--- src/rtl/perlin_anim_sched.sv ---
// -----------------------------------------------------------------------------
// perlin_anim_sched
// Animation scheduler for the Perlin noise datapath. Owns the time coordinate
// `t` and advances it once per selected frame under a run / pause /
// single-step state machine. Configuration arrives through a valid/ready port
// into a shadow register and is promoted to the active set only on a
// frame_tick, so a frame never renders with a mid-frame time change.
//
// Ports:
//   clk         pixel clock
//   reset       asynchronous active-high reset
//   frame_tick  one-cycle pulse on the first cycle of each frame
//   cmd_run     pulse: enter RUN
//   cmd_pause   pulse: enter PAUSED
//   cmd_step    pulse: arm one advance while paused
//   cfg_valid   configuration offer
//   cfg_ready   registered: shadow register is free
//   cfg_step    amount added/subtracted per advance
//   cfg_div     advance every cfg_div+1 frames (RUN only)
//   cfg_mode    00 wrap-forward, 01 ping-pong, 10 wrap-reverse, 11 as 00
//   cfg_limit   upper bound for ping-pong mode
//   t           registered time coordinate
//   t_upd       registered one-cycle pulse with each advanced t
//   running     registered: high in RUN
// -----------------------------------------------------------------------------
module perlin_anim_sched #(
    parameter int T_WIDTH   = 16,
    parameter int DIV_WIDTH = 4
) (
    input  logic                 clk,
    input  logic                 reset,
    input  logic                 frame_tick,
    input  logic                 cmd_run,
    input  logic                 cmd_pause,
    input  logic                 cmd_step,
    input  logic                 cfg_valid,
    output logic                 cfg_ready,
    input  logic [7:0]           cfg_step,
    input  logic [DIV_WIDTH-1:0] cfg_div,
    input  logic [1:0]           cfg_mode,
    input  logic [T_WIDTH-1:0]   cfg_limit,
    output logic [T_WIDTH-1:0]   t,
    output logic                 t_upd,
    output logic                 running
);

    localparam logic [1:0] ST_RUN    = 2'd0;
    localparam logic [1:0] ST_PAUSED = 2'd1;
    localparam logic [1:0] ST_STEP   = 2'd2;

    localparam logic [1:0] MODE_FWD  = 2'b00;
    localparam logic [1:0] MODE_PP   = 2'b01;
    localparam logic [1:0] MODE_REV  = 2'b10;

    // Registers
    logic [1:0]           state_r;
    logic                 dir_r;          // 0 = up, 1 = down (ping-pong only)
    logic [DIV_WIDTH-1:0] frame_cnt_r;
    logic                 shd_full_r;
    logic [7:0]           shd_step_r;
    logic [DIV_WIDTH-1:0] shd_div_r;
    logic [1:0]           shd_mode_r;
    logic [T_WIDTH-1:0]   shd_limit_r;
    logic [7:0]           act_step_r;
    logic [DIV_WIDTH-1:0] act_div_r;
    logic [1:0]           act_mode_r;
    logic [T_WIDTH-1:0]   act_limit_r;
    logic [T_WIDTH-1:0]   t_r;
    logic                 t_upd_r;
    logic                 cfg_ready_r;
    logic                 running_r;

    // Combinational
    logic                 cfg_xfer_s;
    logic                 apply_s;
    logic [7:0]           eff_step_s;
    logic [DIV_WIDTH-1:0] eff_div_s;
    logic [1:0]           eff_mode_s;
    logic [T_WIDTH-1:0]   eff_limit_s;
    logic                 clamp_s;
    logic [T_WIDTH-1:0]   t_base_s;
    logic                 dir_base_s;
    logic [T_WIDTH:0]     step_ext_s;
    logic [T_WIDTH:0]     sum_s;
    logic [T_WIDTH-1:0]   diff_s;
    logic [T_WIDTH-1:0]   t_adv_s;
    logic                 dir_adv_s;
    logic                 advance_s;
    logic [DIV_WIDTH-1:0] frame_cnt_next_s;
    logic [1:0]           state_next_s;

    // Handshake, effective config for this tick and ping-pong clamp on apply
    always_comb begin
        cfg_xfer_s = cfg_valid & cfg_ready_r;
        apply_s    = frame_tick & shd_full_r;
        if (apply_s) begin
            eff_step_s  = shd_step_r;
            eff_div_s   = shd_div_r;
            eff_mode_s  = shd_mode_r;
            eff_limit_s = shd_limit_r;
        end else begin
            eff_step_s  = act_step_r;
            eff_div_s   = act_div_r;
            eff_mode_s  = act_mode_r;
            eff_limit_s = act_limit_r;
        end
        // A newly applied ping-pong config pulls t back inside its range first
        clamp_s = apply_s & (eff_mode_s == MODE_PP) & (t_r > eff_limit_s);
        if (clamp_s) begin
            t_base_s   = eff_limit_s;
            dir_base_s = 1'b1;
        end else begin
            t_base_s   = t_r;
            dir_base_s = dir_r;
        end
    end

    // Advance arithmetic; the carry bit of sum_s keeps the limit compare exact
    always_comb begin
        step_ext_s = {{(T_WIDTH-7){1'b0}}, eff_step_s};
        sum_s      = {1'b0, t_base_s} + step_ext_s;
        diff_s     = t_base_s - step_ext_s[T_WIDTH-1:0];
        t_adv_s    = sum_s[T_WIDTH-1:0];
        dir_adv_s  = dir_base_s;
        case (eff_mode_s)
            MODE_PP: begin
                if (!dir_base_s) begin
                    if (sum_s >= {1'b0, eff_limit_s}) begin
                        t_adv_s   = eff_limit_s;
                        dir_adv_s = 1'b1;
                    end else begin
                        t_adv_s   = sum_s[T_WIDTH-1:0];
                        dir_adv_s = 1'b0;
                    end
                end else begin
                    if ({1'b0, t_base_s} <= step_ext_s) begin
                        t_adv_s   = {T_WIDTH{1'b0}};
                        dir_adv_s = 1'b0;
                    end else begin
                        t_adv_s   = diff_s;
                        dir_adv_s = 1'b1;
                    end
                end
            end
            MODE_REV: t_adv_s = diff_s;
            MODE_FWD: t_adv_s = sum_s[T_WIDTH-1:0];
            default:  t_adv_s = sum_s[T_WIDTH-1:0];
        endcase
    end

    // Advance decision (against current state) and command-driven next state
    always_comb begin
        advance_s        = 1'b0;
        frame_cnt_next_s = frame_cnt_r;
        case (state_r)
            ST_RUN: begin
                if (frame_tick) begin
                    // >= so that lowering the divider never stalls the count
                    if (frame_cnt_r >= eff_div_s) begin
                        advance_s        = 1'b1;
                        frame_cnt_next_s = {DIV_WIDTH{1'b0}};
                    end else begin
                        advance_s        = 1'b0;
                        frame_cnt_next_s = frame_cnt_r + {{(DIV_WIDTH-1){1'b0}}, 1'b1};
                    end
                end else begin
                    advance_s = 1'b0;
                end
            end
            ST_STEP: advance_s = frame_tick;
            default: advance_s = 1'b0;
        endcase

        if (cmd_pause) begin
            state_next_s = ST_PAUSED;
        end else if (cmd_step && (state_r == ST_PAUSED)) begin
            state_next_s = ST_STEP;
        end else if (cmd_run && (state_r != ST_RUN)) begin
            state_next_s     = ST_RUN;
            frame_cnt_next_s = {DIV_WIDTH{1'b0}};
        end else if ((state_r == ST_STEP) && frame_tick) begin
            state_next_s = ST_PAUSED;
        end else if ((state_r == ST_RUN) || (state_r == ST_PAUSED) || (state_r == ST_STEP)) begin
            state_next_s = state_r;
        end else begin
            // Unreachable encoding: recover to the reset state
            state_next_s = ST_RUN;
        end
    end

    // State machine, divider counter and running flag
    always_ff @(posedge clk or posedge reset) begin
        if (reset) begin
            state_r     <= ST_RUN;
            frame_cnt_r <= {DIV_WIDTH{1'b0}};
            running_r   <= 1'b1;
        end else begin
            state_r     <= state_next_s;
            frame_cnt_r <= frame_cnt_next_s;
            running_r   <= (state_next_s == ST_RUN);
        end
    end

    // Shadow/active configuration registers and cfg_ready
    always_ff @(posedge clk or posedge reset) begin
        if (reset) begin
            shd_full_r  <= 1'b0;
            shd_step_r  <= 8'd0;
            shd_div_r   <= {DIV_WIDTH{1'b0}};
            shd_mode_r  <= MODE_FWD;
            shd_limit_r <= {T_WIDTH{1'b0}};
            act_step_r  <= 8'd1;
            act_div_r   <= {DIV_WIDTH{1'b0}};
            act_mode_r  <= MODE_FWD;
            act_limit_r <= {T_WIDTH{1'b1}};
            cfg_ready_r <= 1'b1;
        end else if (cfg_xfer_s) begin
            shd_full_r  <= 1'b1;
            shd_step_r  <= cfg_step;
            shd_div_r   <= cfg_div;
            shd_mode_r  <= cfg_mode;
            shd_limit_r <= cfg_limit;
            cfg_ready_r <= 1'b0;
        end else if (apply_s) begin
            shd_full_r  <= 1'b0;
            act_step_r  <= shd_step_r;
            act_div_r   <= shd_div_r;
            act_mode_r  <= shd_mode_r;
            act_limit_r <= shd_limit_r;
            cfg_ready_r <= 1'b1;
        end
    end

    // Time coordinate, direction and update pulse
    always_ff @(posedge clk or posedge reset) begin
        if (reset) begin
            t_r     <= {T_WIDTH{1'b0}};
            dir_r   <= 1'b0;
            t_upd_r <= 1'b0;
        end else if (advance_s) begin
            t_r     <= t_adv_s;
            dir_r   <= dir_adv_s;
            t_upd_r <= 1'b1;
        end else begin
            // Clamp (if any) lands silently; otherwise t_base_s == t_r
            t_r     <= t_base_s;
            dir_r   <= dir_base_s;
            t_upd_r <= 1'b0;
        end
    end

    assign t         = t_r;
    assign t_upd     = t_upd_r;
    assign running   = running_r;
    assign cfg_ready = cfg_ready_r;

endmodule
--- config.mk ---
export PLATFORM = sky130hd
export DESIGN_NAME = perlin_anim_sched
export DESIGN_NICKNAME = d
export VERILOG_FILES = /design/src/rtl/perlin_anim_sched.sv
export SDC_FILE = /design/constraint.sdc
export NUM_CORES = 1
export LEC_CHECK = 0
export CAP_MARGIN = 10
export CORE_AREA = 2 2 124 126
export CTS_CLUSTER_SIZE = 28
export DETAILED_ROUTE_END_ITERATION = 10
export DIE_AREA = 0 0 126 128
export GPL_TIMING_DRIVEN = 0
export PLACE_DENSITY = 0.64
export SYNTH_ARGS = -nofsm -noshare
export SYNTH_HDL_FRONTEND = slang
export SYNTH_SLANG_ARGS = --single-unit
--- constraint.sdc ---
create_clock -name clk -period 9.2 [get_ports clk]
set_input_delay 1.84 -clock clk [delete_from_list [all_inputs] [get_ports clk]]
set_output_delay 1.84 -clock clk [all_outputs]
set_load 0.02 [all_outputs]
== Yosys cells after proc, flatten, opt, wreduce, memory -nomap -nowiden ==
Index checks and enable logic that the tools add are counted.
Word-level totals
  flip-flop bits (word level): 87
  input port bits: 37
  output and inout port bits: 19
  logic and storage cells: 75
Operators by class
  add/sub/neg operators: 3
  order comparisons: 4
  equal/unequal tests: 4
  muxes and demuxes: 35
  bitwise logic cells: 4
  reductions and logical operators: 9
Operators with widths (number)
  $mux 16: 6
  $pmux 16 s2: 1
  $mux 4: 7
  $add 16x8->17: 1
  $ge 17x16->1: 1
  $gt 16x16->1: 1
  $le 16x8->1: 1
  $sub 16x8->16: 1
  $mux 1: 13
  $mux 2: 6
  $mux 8: 1
  $add 4x1->4 const B: 1
  $and 1x1->1: 4
  $eq 2x1->1 const B: 2
  $eq 2x2->1 const B: 2
  $ge 4x4->1: 1
  $logic_not 2->1: 2
  $reduce_bool 2->1: 2
  $logic_and 1x1->1: 3
  $logic_or 1x1->1: 2
  $pmux 1 s2: 1

== Longest topological paths before layout ==
Gate-level depths: netlist (run 1).
  word-level depth: 12
  depth in mapped cells: 42
  mapped depth without buffers: 35

== Least setup slack after synthesis (run 1) ==
No wires, ideal clock.
  kind: in2reg
  start: in frame_tick
  end: reg t_r[15] (netlist: t[15])
  library setup time: 0.129 ns
  arrival: 8.712 ns
  data required time: 9.071 ns
  path slack: 0.359 ns
  cell stages on the path: 33
  buffers on the path: 4
  cell sequence: nand2_4 buf_1 mux2i_1 ha_1 nand4_2 nor4_4 o211ai_2 o211ai_1 nand2_1 buf_2 buf_2 a21oi_1 inv_1 ha_1 nand2b_1 a21oi_1 o21ai_0 a31oi_1 a21oi_1 a211oi_4 a21boi_1 nand2_1 xor2_1 ha_1 and4_1 nand4_1 nor4_1 a21oi_2 o211a_1 buf_2 a31oi_1 nor2_1 a2111o_1
On the way
  word-level cells in the longest chain between the ends: 12
  elaborated cells on any way between the ends: 25
  classes of those cells: add/sub (2); order compare (4); eq/ne (2); mux (14); bitwise (3)
Ends and longest elaborated chain
  from (decl): RTL line 32  | input logic frame_tick,
  parallel branches: the longest is 11 deep, another holds $add 16x8->17
  $mux 16 (*): RTL line 240  | end else if (advance_s) begin
  to (signal assigned): RTL line 237  | t_r <= {T_WIDTH{1'b0}};
  to (signal assigned): RTL line 241  | t_r <= t_adv_s;
  to (signal assigned): RTL line 246  | t_r <= t_base_s;
  to (decl): RTL line 68  | logic [T_WIDTH-1:0] t_r;
Every way passes the cells marked *.
A chain may end at the register's enable or synchronous reset.

== Final worst setup path (run 1) ==
Same ends and word-level chain as after synthesis.

==> results.txt, run 1 <==
Cells after DPL = 971
First-pass GRT wire length = 32200 um
Clock root cell = clkbuf_16
Hold Path End = shd_div_r[3]$_DFFE_PP0P_
Clock-pin slew on the worst setup and hold paths = 0.08 ns
Initial antenna violation count = 0
Routability cong. = 0.925
Area grow syn2layout = 23.2%
Leading post-synthesis cells by cell area = dfrtp_1 26%, ha_1 10%, dfstp_2 7.6%
Vias = 5983
Final worst path period share = 96.5%
Vert. Die Dim = 128 um
Post-synth top area share = 26.0%
Reg2reg path depth = 37
Post-synth top area cell = dfrtp_1
Vias/cell = 5.97
Run status = completed
CTS HTree Levels = 3
Reg2reg end = t[15]$_DFF_PP0_
Tightest Pin Transition = 0.777 ns
CP startpoint = frame_tick
Dominant synthesized flop cell = dfrtp_1
Skew-Pair Late Insertion Delay = 0.36 ns
FF-to-FF Start = shd_full_r$_DFFE_PP0P_
Syn Inst Count = 727
Arr. time, crit path = 9.13 ns
Ys Warns = 0
# IOs = 56
Share of cells above drive strength 1 = 18.4%
Synthesized Nets = 818
Core area = 14900 um2
Drt drc = 0
WL per Instance = 20.0 um
Most frequent cells in the layout = 78 x a21oi_1, 71 x nor2_1, 68 x dfrtp_1
Buffers on Ports = 55
Sequential share of the synthesized area = 33.7%
CTS max path bufs = 2
Flop2flop setup slack = 1.41 ns
Max frequency = 0.113 GHz
Slew margin rel. = 48.2%
Mapped Area = 6540 um2
Max Clock Skew = 0.0167 ns
# diodes = 0
Netlist cell types = 80
Commonest non-fill, non-tap cell in the layout = a21oi_1
Worst hold path cell count = 1
CP startpoint kind = primary input
Total Routing Usage GR = 25.3%
Setup CP Type = primary input to flop
WHS = 0.504 ns
GRT overflow = 0
Vias in the first global route = 6055
Crit path max fanout = 10
CTS Buf Count = 9
Cell Count, Final, Fillers Out = 1002
# setup viols final = 0
Total of fill cells in the finished design = 1393
Setup TNS Final = 0 ns
Max stage delay on crit path = 0.65 ns
Post-Route WL = 20000 um
Synth Register Bits = 87
Worst EP required = 9.45 ns
Async S/R FF share, synth = 100%
Initial Utilization = 44.0%
Width of the die = 126 um
CTS tree = done
RSZ-0062 raised after global routing = no
Rows = 45
CTS sink cnt = 87
Hold Violations, Final = 0
Hold Path Origin = shd_div_r[3]$_DFFE_PP0P_
CP max-delay cell = mux2i_1
Max_cap viols = 0
Hold Crit Class = flop to flop
DRT Pass-1 Iters = 9
Initial DRC count = 489
Post-layout min period = 8.88 ns
Post-route ant nets = 0
Fin. max-slew vios = 0
Die footprint = 16100 um2
Largest net degree at the start of global routing = 67
CP Capture Type = flop
Post-synth EDFFs = 0
# nets final = 900
DPL Wire Length = 15200 um
Post-Syn Area per Cell = 8.99 um2
## per-stage QoR
stage / setup slack (ns) / util [%] / cell area [um2]
after global placement: -2.19 / 49.3 / 7320
after detailed placement: -2.26 / 49.5 / 7350
final: 0.318 / 54.2 / 8060
after CTS: 0.206 / 53.4 / 7930
after floorplan: 0.359 / - / 6540
after global routing: 0.0217 / 54.2 / 8060
## cells by family (layout without fill, tap and decap cells)
kind of cell / count (synthesis) / after routing / synth area share (%)
buffers and inverters: 69 / 156 / 4.33
flip-flops: 87 / 87 / 33.7
adder cells (fa/ha/maj): 55 / 55 / 10.7
AND/OR/NAND/NOR: 214 / 214 / 15.9
XOR/XNOR: 26 / 26 / 3.48
AO/OA/AOI/OAI: 210 / 210 / 21.0
multiplexers: 66 / 66 / 10.9
## what timing repair did
action	in CTS	in global routing
hold buffers	0	0
setup buffers	9	7
resized for setup	53	15
endpoints found under the setup margin	17	17
pin swaps	11	11
## cell type report
type | instances | area, um2 | share of cell area, %
Multi-Input combinational cell | 571 | 4300 | 53.4
Sequential cell | 87 | 2200 | 27.3
Clock buffer | 10 | 229 | 2.84
Buffer | 32 | 193 | 2.39
Clock inverter | 6 | 68.8 | 0.854
Timing Repair Buffer | 72 | 693 | 8.61
Inverter | 36 | 138 | 1.71
Tap cell | 188 | 235 | 2.92
## synth_stat cells, types with 7 or more instances
library cell  instances
a21oi_1              82
a21o_1               12
nand3_1              13
clkbuf_1             20
xor2_1               11
dfstp_2              19
ha_1                 52
mux2i_1              27
inv_1                35
o21ai_1              11
xnor2_1              15
mux2_2               35
a31oi_1               8
nand2b_1             12
nor2_1               72
a211oi_1              7
nor2b_1               7
nand4_1              11
buf_2                 7
nor3_1               15
dfrtp_1              68
nand2_1              55
o21ai_0              24
## critical path: cells and delay by family
| kind | cells | cell delay [ns] |
|---|---|---|
| xor+xnor | 1 | 0.16 |
| compound gates | 10 | 2.08 |
| fa+ha+maj | 4 | 1.18 |
| buf+inv | 9 | 1.34 |
| simple gates | 11 | 1.71 |
| mux | 2 | 0.78 |
## registers in the layout, indices dropped and copies added, names as in the netlist, 4 cells and up
signal / flops
act_div_r: 4
act_limit_r: 16
act_step_r: 8
frame_cnt_r: 4
shd_div_r: 4
shd_limit_r: 16
shd_step_r: 8
t: 16
## worst max-delay path by stage
stage                            endpoint  cells after the start
final                     t[15]$_DFF_PP0_                     37
after global routing      t[15]$_DFF_PP0_                     41
after CTS                 t[15]$_DFF_PP0_                     39
after detailed placement   t[6]$_DFF_PP0_                     37
after global placement     t[6]$_DFF_PP0_                     37
after floorplan           t[15]$_DFF_PP0_                     33
## per-layer routing
metal | part of all wire [%] | global-route usage, % | up-vias
li1 | - | - | 2801
met1 | 44 | 32.6 | 2903
met2 | 48 | 43.2 | 234
met3 | 5.0 | 3.26 | 45
met4 | 3.0 | 10.3 | 0
met5 | 0 | 0 | -
Power of run 1 is left out: the tool's default activity adds up to more than one toggle a clock period on the data nets, which glitch-free logic cannot reach.
==> run 2, diff against run 1 <==
--- a/config.mk
+++ b/config.mk
@@ -10,7 +10,7 @@
 export CTS_CLUSTER_SIZE = 28
 export DETAILED_ROUTE_END_ITERATION = 10
 export DIE_AREA = 0 0 126 128
-export GPL_TIMING_DRIVEN = 0
+export GPL_ROUTABILITY_DRIVEN = 0
 export PLACE_DENSITY = 0.64
 export SYNTH_ARGS = -nofsm -noshare
 export SYNTH_HDL_FRONTEND = slang
==> run 2 against run 1 <==
Via count fell by 1.1%. Count of clock-buffer cells in the layout rose by 1. Register-to-register slack gained 0.57 ns. Sequential share of layout area rose by 1.2 points. Maximum frequency up 2.8%. Core utilization shrank 2.2 points. Worst hold slack barely moved. Critical path type unchanged. Flip-flop and latch count unchanged. First-iteration DRC count increased by 51%. Clock skew fell by 0.0066 ns. Critical path depth down 7.
==> results.txt, run 2 (synthesis gave the netlist of run 1 again) <==
Run status = completed (unchanged)
First-pass GRT wire length = 30800 um (was 32200 um)
CTS HTree Levels = 3 (unchanged)
Commonest non-fill, non-tap cell in the layout = a21oi_1 (unchanged)
Post-CTS setup buffers = 0 (was 9)
Initial antenna violation count = 0 (unchanged)
Width of the die = 126 um (unchanged)
Vert. Die Dim = 128 um (unchanged)
CTS sink cnt = 87 (unchanged)
Total Routing Usage GR = 24.0% (was 25.3%)
Max frequency = 0.116 GHz (was 0.113 GHz)
Slew margin rel. = 38.1% (was 48.2%)
WHS = 0.504 ns (about the same)
CP max-delay cell = clkdlybuf4s50_1 (was mux2i_1)
Post-Route WL = 18800 um (was 20000 um)
Share of cells above drive strength 1 = 15.5% (was 18.4%)
Post-route ant nets = 0 (unchanged)
Clock-pin slew on the worst setup and hold paths = 0.06 ns (was 0.08 ns)
Vias in the first global route = 5918 (was 6055)
Die footprint = 16100 um2 (unchanged)
Most frequent cells in the layout = 81 x a21oi_1, 72 x nor2_1, 68 x dfrtp_1 (was 78 x a21oi_1, 71 x nor2_1, 68 x dfrtp_1)
Area grow syn2layout = 18.1% (was 23.2%)
Post-route cell area = 7720 um2 (was 8060 um2)
Skew-Pair Late Insertion Delay = 0.36 ns (about the same)
# diodes = 0 (unchanged)
PnR worst setup slack = 0.562 ns (was 0.318 ns)
Buffers on Ports = 55 (unchanged)
Core area = 14900 um2 (unchanged)
CTS tree = done (unchanged)
Max Clock Skew = 0.0101 ns (was 0.0167 ns)
CP Capture Type = flop (unchanged)
Post-place instance area = 7390 um2 (was 7350 um2)
WL per Instance = 19.1 um (was 20.0 um)
Setup CP Type = primary input to flop (unchanged)
Max stage delay on crit path = 0.54 ns (was 0.65 ns)
Max_cap viols = 0 (unchanged)
Hold Crit Class = flop to flop (unchanged)
GRT overflow = 0 (unchanged)
CTS max path bufs = 2 (unchanged)
DRT Pass-1 Iters = 6 (was 9)
Final worst path period share = 93.9% (was 96.5%)
CP startpoint kind = primary input (unchanged)
DPL Wire Length = 13900 um (was 15200 um)
Largest net degree at the start of global routing = 91 (was 67)
Rows = 45 (unchanged)
# nets final = 879 (was 900)
Hold Violations, Final = 0 (unchanged)
Setup TNS Final = 0 ns (unchanged)
Worst slack, placed = 0.191 ns (was -2.26 ns)
Drt drc = 0 (unchanged)
Vias = 5918 (was 5983)
# setup viols final = 0 (unchanged)
Crit path max fanout = 15 (was 10)
CTS Buf Count = 9 (unchanged)
# IOs = 56 (unchanged)
Initial DRC count = 739 (was 489)
Tightest Pin Transition = 0.928 ns (was 0.777 ns)
Worst EP required = 9.43 ns (was 9.45 ns)
Clock root cell = clkbuf_16 (unchanged)
Arr. time, crit path = 8.87 ns (was 9.13 ns)
Fin. max-slew vios = 0 (unchanged)
Vias/cell = 6.03 (was 5.97)
Initial Utilization = 44.0% (unchanged)
Post-layout min period = 8.64 ns (was 8.88 ns)
## run 2: critical path: cells and delay by family
family / cells / cell delay (ns)
AOI/OAI and AO/OA: 12 / 2.76
xor gates and xnor gates: 1 / 0.17
adders and majority gates: 3 / 1.03
buffers and inverters: 3 / 0.98
muxes: 1 / 0.22
and+or+nand+nor: 10 / 1.86
## run 2: per-layer routing
layer / wire (um) / global-route usage (%) / vias up
li1: - / - / 2747
met1: 7560 / 30.5 / 2813
met2: 8720 / 38.6 / 288
met3: 1520 / 4.92 / 70
met4: 956 / 12.5 / 0
met5: 0 / 0 / -
## run 2: what timing repair did
action | CTS | global route
hold buffers | 0 | 0
endpoints found under the setup margin | 0 | 10
gates resized for setup | 0 | 5
## run 2: through the flow
stage               cells  utilization [%]
floorplan             727                -
global placement      965             49.7
detailed placement    965             49.7
CTS                   981             51.8
global route          981             52.0
finish                981             52.0
## run 2: final timing paths
path	cells after the start	from	slack, ns	to
hold / removal	1	shd_step_r[5]$_DFFE_PP0P_	0.50	shd_step_r[5]$_DFFE_PP0P_
setup reg to reg	29	shd_full_r$_DFFE_PP0P_	1.98	t[12]$_DFF_PP0_
hold reg to reg	1	shd_step_r[5]$_DFFE_PP0P_	0.50	shd_step_r[5]$_DFFE_PP0P_
setup / recovery	30	frame_tick	0.56	t[12]$_DFF_PP0_
min in group asynchronous	2	reset	1.80	shd_div_r[2]$_DFFE_PP0P_
max in group asynchronous	3	reset	6.23	shd_limit_r[10]$_DFFE_PP0P_
## run 2: area by class of cell
class,count,area [um2]
Fill cell,1365,7140
Multi-Input combinational cell,571,4090
Sequential cell,87,2200
Timing Repair Buffer,83,761
Tap cell,188,235
Clock buffer,11,233
Inverter,36,136
Clock inverter,5,67.6
Power of run 2 is left out for the same reason.
